==> src/rtl/quiz_arbiter_pkg.sv <==
// Shared definitions for the quiz arbiter: state encoding, default answer
// window length and the saturating score increment.
package quiz_arbiter_pkg;

  typedef enum logic [1:0] {
    IDLE   = 2'b00,
    ARMED  = 2'b01,
    ANSWER = 2'b10
  } state_t;

  localparam int DEFAULT_TIMEOUT = 16;

  // Scores are 4 bits wide and stop at 15 rather than wrapping
  function automatic logic [3:0] sat_inc4(input logic [3:0] v);
    return (v == 4'hF) ? v : v + 4'd1;
  endfunction

endpackage

==> src/rtl/quiz_arbiter_rr_pick4.sv <==
// Round-robin picker over four requesters. The search starts at ptr and
// walks upward modulo 4; the first asserted request wins. Purely combinational.
module rr_pick4 (
  input  logic [3:0] req,
  input  logic [1:0] ptr,
  output logic [1:0] idx,
  output logic       valid
);

  logic [1:0] cand;

  // Scan from the farthest offset down so the nearest requester is kept last
  always_comb begin
    idx   = ptr;
    valid = 1'b0;
    cand  = ptr;
    for (int k = 3; k >= 0; k--) begin
      cand = ptr + 2'(k);
      if (req[cand]) begin
        idx   = cand;
        valid = 1'b1;
      end
    end
  end

endmodule

==> src/rtl/quiz_arbiter.sv <==
// Quiz-show buzzer arbiter. The host opens a question, the first contestant
// to press (round-robin on ties) gets the floor, and the host judges the
// answer or lets the window expire. Wrong answers lock the player out.
module quiz_arbiter
  import quiz_arbiter_pkg::*;
#(
  parameter int TIMEOUT = DEFAULT_TIMEOUT,
  parameter int NPLAYER = 4
) (
  input  logic                   clk,
  input  logic                   rst_n,
  input  logic [NPLAYER-1:0]     buzz,
  input  logic                   host_start,
  input  logic                   host_correct,
  input  logic                   host_wrong,
  input  logic                   host_abort,
  output logic [NPLAYER-1:0]     led,
  output logic                   armed,
  output logic [NPLAYER-1:0]     lock,
  output logic                   timeout,
  output logic [4*NPLAYER-1:0]   score
);

  localparam logic [7:0] TIMER_LOAD = 8'(TIMEOUT - 1);

  state_t             state, state_next;
  logic [NPLAYER-1:0] buzz_q, buzz_edge, buzz_ev, winner_oh;
  logic [1:0]         rr, winner, pick_idx;
  logic               pick_valid;
  logic [7:0]         timer;
  logic               do_grant, do_correct, do_fail, do_expire, do_clear, do_bad;

  assign buzz_edge = buzz & ~buzz_q;
  assign buzz_ev   = buzz_edge & ~lock;
  assign winner_oh = NPLAYER'(1) << winner;

  rr_pick4 u_pick (
    .req   (buzz_ev),
    .ptr   (rr),
    .idx   (pick_idx),
    .valid (pick_valid)
  );

  // Previous button levels, tracked in every state so a held button never re-fires
  always_ff @(posedge clk) begin
    if (!rst_n) buzz_q <= '0;
    else        buzz_q <= buzz;
  end

  // State register
  always_ff @(posedge clk) begin
    if (!rst_n) state <= IDLE;
    else        state <= state_next;
  end

  // Next state and datapath strobes; abort beats correct beats wrong/expiry
  always_comb begin
    state_next = state;
    do_grant   = 1'b0;
    do_correct = 1'b0;
    do_fail    = 1'b0;
    do_expire  = 1'b0;
    do_clear   = 1'b0;
    do_bad     = 1'b0;
    case (state)
      IDLE: begin
        if (host_start) begin
          state_next = ARMED;
          do_clear   = 1'b1;
        end
      end
      ARMED: begin
        if (host_abort) begin
          state_next = IDLE;
        end else if (pick_valid) begin
          state_next = ANSWER;
          do_grant   = 1'b1;
        end
      end
      ANSWER: begin
        if (host_abort) begin
          state_next = IDLE;
        end else if (host_correct) begin
          state_next = IDLE;
          do_correct = 1'b1;
        end else if (host_wrong || timer == 8'd0) begin
          do_fail    = 1'b1;
          do_expire  = !host_wrong;
          state_next = ((lock | winner_oh) == {NPLAYER{1'b1}}) ? IDLE : ARMED;
        end
      end
      default: begin
        state_next = IDLE;
        do_bad     = 1'b1;
      end
    endcase
  end

  // Decode the floor indicator and armed flag from the registered state
  always_comb begin
    led   = (state == ANSWER) ? winner_oh : '0;
    armed = (state == ARMED);
  end

  // Grant bookkeeping: winner, round-robin pointer and answer-window timer
  always_ff @(posedge clk) begin
    if (!rst_n || do_bad) begin
      winner <= 2'd0;
      rr     <= 2'd0;
      timer  <= 8'd0;
    end else if (do_grant) begin
      winner <= pick_idx;
      rr     <= pick_idx + 2'd1;
      timer  <= TIMER_LOAD;
    end else if (state == ANSWER) begin
      timer  <= timer - 8'd1;
    end
  end

  // Lockout mask, expiry pulse and saturating scores
  always_ff @(posedge clk) begin
    if (!rst_n || do_bad) begin
      lock    <= '0;
      timeout <= 1'b0;
      score   <= '0;
    end else begin
      timeout <= do_expire;
      if (do_clear)     lock <= '0;
      else if (do_fail) lock <= lock | winner_oh;
      for (int i = 0; i < NPLAYER; i++) begin
        if (do_correct && winner == 2'(i))
          score[4*i +: 4] <= sat_inc4(score[4*i +: 4]);
      end
    end
  end

endmodule
==> config.mk <==
export PLATFORM = sky130hd
export DESIGN_NAME = quiz_arbiter
export DESIGN_NICKNAME = d
export VERILOG_FILES = /design/src/rtl/quiz_arbiter_pkg.sv /design/src/rtl/quiz_arbiter_rr_pick4.sv /design/src/rtl/quiz_arbiter.sv
export SDC_FILE = /design/constraint.sdc
export NUM_CORES = 1
export LEC_CHECK = 0
export ABC_AREA = 1
export CORE_ASPECT_RATIO = 1.2
export CORE_MARGIN = 3
export CORE_UTILIZATION = 45
export DETAILED_ROUTE_END_ITERATION = 16
export PLACE_DENSITY = 0.7
export SYNTH_ARGS = -nofsm -noshare
export SYNTH_HDL_FRONTEND = slang
export SYNTH_SLANG_ARGS = --single-unit
==> constraint.sdc <==
create_clock -name clk -period 1.7 [get_ports clk]
set_clock_uncertainty 0.1 [all_clocks]
set_input_delay 0.17 -clock clk [delete_from_list [all_inputs] [get_ports clk]]
set_output_delay 0.17 -clock clk [all_outputs]
set_load 0.005 [all_outputs]
After elaboration in Yosys (flattened, before gate mapping). Cells that the tools add are included.

Register bits after elaboration: 39. Input bits: 10. Output and inout port bits: 26. Logic and storage cells: 111.

Add/subtract/negate cells: 9. $lt $le $gt $ge: 4. Equality and inequality tests: 13. Shift-type cells: 1. Muxes and demuxes: 40. Bitwise operators: 11. Reduce and logical (&&, ||, !) cells: 21.

Operators with widths (count): $mux W1 (22); $eq A4 B4 Y1 const B (5); $mux W2 (10); $add A4 B1 Y4 const B (4); $lt A2 B3 Y1 const B (4); $mux W4 (3); $and A4 B4 Y4 (2); $bmux W1 S2 (4); $logic_not A8 Y1 (1); $not A4 Y4 (2); $reduce_and A2 Y1 (4); $sub A8 B1 Y8 const B (1); $eq A2 B2 Y1 const B (3); $not A1 Y1 (6); $pmux W2 S3 (1); $reduce_or A5 Y1 (1); $add A2 B1 Y2 const B (2); $add A2 B2 Y2 const B (2); $eq A2 B1 Y1 const B (2); $logic_and A1 B1 Y1 (4); $logic_not A2 Y1 (2); $ne A4 B4 Y1 const B (1); $or A4 B4 Y4 (1); $reduce_or A2 Y1 (2); 8 further kinds (10).

Longest topological paths before layout. Gate-level depths: netlist (run 1).

Word-level depth: 13. Gate-level depth with buffers: 15. Mapped depth without buffers: 14.

Cells and area by module. Synthesis (run 1) repeated with hierarchy kept, for this count alone.

Cell total of the unflattened synthesis: 310. Area, all modules: 2122.0 µm².

By module, submodules not included: quiz_arbiter (instances 1, cells an instance 257, area an instance 1888.1 µm², sequential area each 780.7 µm²); rr_pick4 (instances 1, cells an instance 53, area an instance 234.0 µm², sequential area each 0.0 µm²).

Least setup slack after synthesis (run 1). No wires, ideal clock.

Kind: flip-flop to flip-flop. Start: reg state[1]. End: reg score[3]. Library setup time: 119 ps. Arrival time: 1341 ps. Required time: 1481 ps. Slack: 139 ps. Cell stages (with the launch flop): 10. Path buffers: 0. Period minus slack after synthesis: 1561 ps. Cells stage by stage: dfxtp_1 -> inv_2 -> nor2_4 -> inv_2 -> nor3_4 -> nand3_1 -> nor2_1 -> nand3_1 -> o21ai_0 -> a21oi_1.

Longest elaborated chain between the ends: 4. Elaborated cells between the ends (all ways): 9. Classes of those cells: eq/ne (2); mux (2); reduce/logical (5).

Ends and longest elaborated chain: start: declaration (line quiz_arbiter.sv:26) `state_t state, state_next;`; start signal: assignment (line quiz_arbiter.sv:53) `else state <= state_next;`; $eq A2 B1 Y1, or another cell as far along (line quiz_arbiter.sv:65) `case (state)`; $reduce_or A3 Y1 (no source line) or $mux W1 (tied branches); $mux W1 or $logic_and A1 B1 Y1 (tied branches) (line quiz_arbiter.sv:65, quiz_arbiter.sv:131); $logic_or A1 B1 Y1 or $reduce_and A2 Y1 (tied branches); end signal: indexed assignment (line quiz_arbiter.sv:132) `score[4*i +: 4] <= sat_inc4(score[4*i +: 4]);`; end: declaration (line quiz_arbiter.sv:21) `output logic [4*NPLAYER-1:0] score`.

Several ways; a longest one is shown, not always the timed one. A chain may end at the register's enable or synchronous reset.

Worst setup path after layout (run 1).
Start: reg state[1]. End: reg timer[7].

Longest elaborated chain between the ends: 5. Elaborated cells between the ends (all ways): 8. Classes of those cells: eq/ne (2); mux (2); reduce/logical (4).

Ends and longest elaborated chain: $eq A2 B1 Y1, or another cell as far along (line quiz_arbiter.sv:65); $reduce_or A3 Y1 (no source line); $mux W1 (line quiz_arbiter.sv:65); $logic_or A1 B1 Y1 (line quiz_arbiter.sv:107) `if (!rst_n || do_bad) begin`; $reduce_or A2 Y1 (no source line); end signal: assignment (line quiz_arbiter.sv:116) `timer <= timer - 8'd1;`; end: declaration (line quiz_arbiter.sv:30) `logic [7:0] timer;`.

Several ways; a longest one is shown, not always the timed one.

==> results.md, run 1 <==
* Yosys warning count at 0
* Largest net degree at the start of global routing at 11
* Critical path startpoint category: flip-flop
* Hold/Removal Path Class: flip-flop to flip-flop
* Slew @ Worst Pin at 259 ps
* Vias after detailed routing at just under 2k
* Max H-tree Level at 2
* Worst-path clk slew at 70 ps
* Unrepaired setup endpoints after global routing: true
* Setup slack after layout at roughly 38 ps
* Gr usage total at 0.195
* Core area at between 4000 and 5000 um2
* Initial antenna violation count at 0
* Initial DRC count at 46
* Status: finished, final reports clean
* Hold Vio Cnt, Final at 0
* Seq pwr share at 0.489
* Max Freq at ~600 MHz
* Final slew viol count at 0
* Die H at between 70 and 80 um
* VDD IR max at between 0.5 and 0.6 mV
* Initial cell density of the core at 0.484
* Dpl hpwl at roughly 3.4 mm
* Antenna cells at 0
* Synth Register Bits at 39
* WL final at 4.92 mm
* # IOs at 36
* Setup violators final at 0
* Syn Nets at between 200 and 300
* Hold Slack at 368 ps
* FP Rows at 25
* Synth Cell Area at just under 2000 um2
* FF-to-FF path depth at 10
* Routed wire per std cell at about 12 um
* DR vias/cell at ~5.0
* Drt first pass iters at 5
* Clk root buf: clkbuf_8
* Antenna viol nets, final at 0
* First-pass GRT wire length at 7.97 mm
* Logic pwr share at 0.231
* Tmin final at around 1700 ps
* Crit path required time at 1790 ps
* Yosys cell types at 30
* Sequential Area at 790 um2
* Number of nets in the layout at about 360
* Crit path largest cell delay at around 350 ps
* Syn-to-layout area delta at 43.1%
* # Max-Cap Violations at 0
* X dimension of the die at around 66 um
* CP max stage cell: dfxtp_2
* Clock Power Share at 0.280
* Placed Instances at 389
* Total power draw at around 2 mW
* Leakage at 1.23 nW
* Worst Hold Launch: timer[1]
* PD cells at 713 nW/um2
* Die area at around 5200 um2
* DRC Markers at 0
* Grt ovf at 0
* Worst-skew pair later-pin latency at 290 ps
* Cts bufs inserted at 5
* Critical path type: flip-flop to flip-flop
* Cells along the critical path: inv_2, nor2_4, buf_4, nand4_2, nor2_1, inv_2, or2_4, nor3_4, xnor2_2, nor2_2
* End of the worst hold path: timer[1]
* Worst slew margin relative to its limit at 0.826
* Internal at roughly 1.4 mW
* Crit-path max FO at 2
* Quantity of hold-fixing buffers added after cts at 0
* Crit. End Element: flip-flop
* Hold depth at 2
* Gpl congestion at just over 0.8
* Avg Cell Area, Syn at 7.02 um2
* Final period utilization at 0.978
* Clk buf depth at 2
* Worst r2r dst: timer[7]
* Worst R2R Start: state[1]
* Syn Inst Count at 280
* Seq/Total Area, Yosys at 0.397
* Final non-filler cell total at about 400
* TritonCTS clock tree: built
* Layout cells sized above 1 at 0.251
* Total clock sinks at 39
* Sw Share at 0.292
* CP most frequent cell: inv_2
* Setup WS pre-CTS at -215 ps
* Critical path data arrival time at 1750 ps
* Reg2Reg Setup Slack at approximately 38 ps
* Net switching power at approximately 600 uW
* PortBufs at 35
* Vias in the first global route at around 1.8k
* Area occupied by multi-input gates at 1180 um2
* Fillers at between 300 and 400
==> metal layers <==
layer,wire [um],share of wire,GRT usage,vias to the layer above
met5,0,0,0,-
li1,-,-,-,1028
met4,59,0.012,0.0691,0
met1,2320,0.47,0.253,899
met2,2340,0.48,0.306,41
met3,204,0.041,0.0544,7
==> registers in the layout, indices dropped and copies added, names as in the netlist <==
name     cells
winner       2
lock         4
timeout      1
score       16
timer        8
buzz_q       4
state        2
rr           2
==> cell usage in the layout, fill, tap and decap left out, types with 5 or more instances in the layout <==
cell type	n
dlygate4sd2_1	5
nor2_2	6
buf_4	23
nand2_1	31
nand3_2	7
inv_1	37
clkdlybuf4s50_1	30
ha_1	5
a21oi_1	14
dfxtp_1	34
nand2_2	13
o21ai_0	11
nor2_4	6
nand3_1	22
clkbuf_8	5
nor3_1	13
nor2_1	39
==> final cells by class <==
type,count,area share
Multi-Input combinational cell,195,0.418
Sequential cell,39,0.280
Timing Repair Buffer,60,0.192
Inverter,43,0.0600
Clock buffer,6,0.0258
Tap cell,54,0.0240
==> critical path: cells and delay by family (launching register included) <==
family	cells	cell delay, ps
AND/OR/NAND/NOR	6	730
flip-flops	1	350
buffers and inverters	3	240
XOR/XNOR	1	130
==> worst max path at each step <==
stage	depth (start not counted)	slack, ps	from	to
detailed placement	8	-220	host_correct	score[3]
global placement	8	-180	host_correct	score[3]
finish	10	40	state[1]	timer[7]
floorplan	9	140	state[1]	score[3]
global route	9	-70	state[1]	score[7]
CTS	10	10	rr[0]	winner[0]
==> what timing repair did <==
item	in CTS	in global routing
pin swaps	1	15
gates resized for setup	12	46
setup buffers	1	1
endpoints found under the setup margin	7	21
==> cells by family after synthesis <==
kind of cell,synth area share
adders and majority gates,0.0318
buffers and inverters,0.0910
xor gates and xnor gates,0.0356
and+or+nand+nor,0.361
DFF,0.397
AOI/OAI and AO/OA,0.0840
==> power groups by stage <==
stage | logic, mW | registers, mW | clock network [mW]
after floorplan | 0.231 | 0.990 | 0
after global placement | 0.367 | 0.994 | 0
after detailed placement | 0.371 | 0.994 | 0
after CTS | 0.374 | 0.975 | 0.587
after global routing | 0.520 | 0.985 | 0.619
final | 0.464 | 0.981 | 0.562
==> synthesized netlist by cell type <==
cell type,number,share of area
a211oi_1,1,0.0038
a21boi_1,1,0.0038
a21oi_1,15,0.038
a31oi_1,2,0.0064
and3_1,3,0.0095
buf_4,1,0.0038
clkbuf_1,2,0.0038
dfxtp_1,39,0.40
ha_1,5,0.032
inv_1,39,0.074
inv_2,3,0.0057
inv_4,1,0.0032
nand2_1,44,0.084
nand2_2,1,0.0032
nand3_1,28,0.071
nand3_2,1,0.0051
nand4_1,2,0.0064
nand4_2,1,0.0064
nor2_1,47,0.090
nor2_2,2,0.0064
nor2_4,2,0.011
nor3_1,14,0.036
nor3_4,2,0.017
nor3b_1,2,0.0076
nor4_1,1,0.0032
o21ai_0,11,0.028
o31ai_1,1,0.0038
or2_4,1,0.0045
xnor2_1,3,0.013
xor2_1,5,0.022
==> metrics by stage <==
| stage | util | instance area [um2] | TNS [ps] |
|---|---|---|---|
| after detailed placement | 0.625 | 2540 | -1990 |
| final | 0.692 | 2820 | 0 |
| after CTS | 0.647 | 2630 | 0 |
| after floorplan | - | 1970 | 0 |
| after global routing | 0.692 | 2820 | -280 |
| after global placement | 0.625 | 2540 | -1480 |
Note: power is estimated with default switching activity, not from simulation.
==> run 2, diff against run 1 <==
--- a/config.mk
+++ b/config.mk
@@ -10,7 +10,7 @@
 export CORE_MARGIN = 3
 export CORE_UTILIZATION = 45
 export DETAILED_ROUTE_END_ITERATION = 16
-export PLACE_DENSITY = 0.7
+export PLACE_DENSITY = 0.72
 export SYNTH_ARGS = -nofsm -noshare
 export SYNTH_HDL_FRONTEND = slang
 export SYNTH_SLANG_ARGS = --single-unit
==> results.md, run 2 (synthesis results as in run 1) <==
* Status: finished with violations
* Failing checks: setup timing
* Unrepaired setup endpoints after global routing: true
* Initial antenna violation count at 0
* Drt first pass iters at 4
* PD cells at between 700 and 800 nW/um2
* Hold Slack at between 300 and 400 ps
* Fillers at roughly 350
* Routed wire per std cell at between 10 and 15 um
* Crit-path max FO at 7
* # Max-Cap Violations at 0
* Setup WS pre-CTS at -199 ps
* Clk buf depth at 2
* Top layer in use: met4
* Worst slew margin relative to its limit at 0.628
* Leakage at 1.25 nW
* Critical path data arrival time at approximately 1800 ps
* Reg2Reg Setup Slack at -4 ps
* Critical path type: flip-flop to flip-flop
* Cts bufs inserted at 5
* Total clock sinks at 39
* Worst-path clk slew at about 70 ps
* Metal3 WL at around 200 um
* Hold Vio Cnt, Final at 0
* FP Rows at 25
* Final slew viol count at 0
* Hold depth at 2
* Gpl congestion at a little over 0.8
* Core area at around 4100 um2
* Initial cell density of the core at 0.484
* Antenna cells at 0
* Max Freq at between 500 and 600 MHz
* WL final at around 5 mm
* Area occupied by multi-input gates at between 1000 and 1500 um2
* Top flop regs: score x16, timer x8
* Clk root buf: clkbuf_8
* Gr usage total at 0.204
* Setup violators final at 2
* Setup slack after layout at -3.81 ps
* Reg with most FFs: score
* Dpl hpwl at between 3 and 4 mm
* Initial DRC count at roughly 110
* FF-to-FF path depth at 9
* TritonCTS clock tree: built
* Quantity of hold-fixing buffers added after cts at 0
* Vias after detailed routing at between 2k and 2.5k
* Crit path required time at between 1500 and 2000 ps
* Largest net degree at the start of global routing at 16
* First-pass GRT wire length at 8.35 mm
* Fin Setup TNS at -6.35 ps
* Antenna viol nets, final at 0
* Slew @ Worst Pin at 557 ps
* Commonest non-fill, non-tap cells in the layout: inv_1 (37), nor2_1 (37), dfxtp_1 (33)
* Max H-tree Level at 2
* VDD IR max at 0.647 mV
* Tmin final at between 1500 and 2000 ps
* DR vias/cell at about 5.0
* X dimension of the die at 66.4 um
* Die area at around 5200 um2
* Die H at around 78 um
* PortBufs at 35
* # IOs at 36
* Total power draw at approximately 2.0 mW
* Sequential Area at 793 um2
* WL met1 at approximately 2.2 mm
* Layout cells sized above 1 at 0.281
* Syn-to-layout area delta at 46.1%
* Worst-skew pair later-pin latency at between 200 and 300 ps
* Critical path startpoint category: flip-flop
* Max FFs per register at 16
* Grt ovf at 0
* Met2 routed WL at approximately 2.6 mm
* Final period utilization at 1.00
* Number of nets in the layout at ~360
* Vias in the first global route at 1942
* DRC Markers at 0
* Crit. End Element: flip-flop
* Final design utilization at 0.706
* Hold/Removal Path Class: flip-flop to flip-flop
==> run 2: final cells by class <==
class	count	area share
multi-input cells	195	0.417
clock buffers	7	0.0266
clock inverters	1	0.00174
well taps	54	0.0235
repair buffers	64	0.197
inverters	43	0.0579
flip-flops and latches	39	0.276
==> run 2: stage by stage <==
| step | area, um2 | cells |
|---|---|---|
| floorplan | 1970 | 280 |
| global placement | 2530 | 388 |
| detailed placement | 2530 | 388 |
| CTS | 2640 | 397 |
| global route | 2870 | 403 |
| finish | 2870 | 403 |
==> run 2: report_power, final <==
group / internal, mW / switching [mW] / leakage [nW] / total, mW
Sequential: 0.948 / 0.0361 / 0.320 / 0.984
Combinational: 0.195 / 0.261 / 0.891 / 0.456
Clock: 0.288 / 0.306 / 0.0422 / 0.594
==> run 2: layer usage <==
layer / global-route usage / vias to the layer above
li1: - / 1032
met1: 0.241 / 935
met2: 0.354 / 38
met3: 0.0486 / 6
met4: 0.0691 / 0
met5: 0 / -
==> run 2: worst paths after layout <==
path,endpoint,startpoint
max reg2reg,score[7],state[1]
min,timer[1],timer[1]
min reg2reg,timer[1],timer[1]
max,score[7],state[1]
==> run 2: timing repair <==
item                       CTS  global route
pin swaps                    1            18
setup endpoints to repair   13            21
buffers inserted             1             7
gates resized for setup     17            57
==> run 2: critical path, stage by stage (launching register included) <==
cell     delay [ps]
dfxtp_2         330
inv_2            40
nor2_4          130
inv_4            80
nor3_4          330
nand3_2         170
nor2_4          150
nand3_2          80
o21ai_1         120
a21oi_1          50
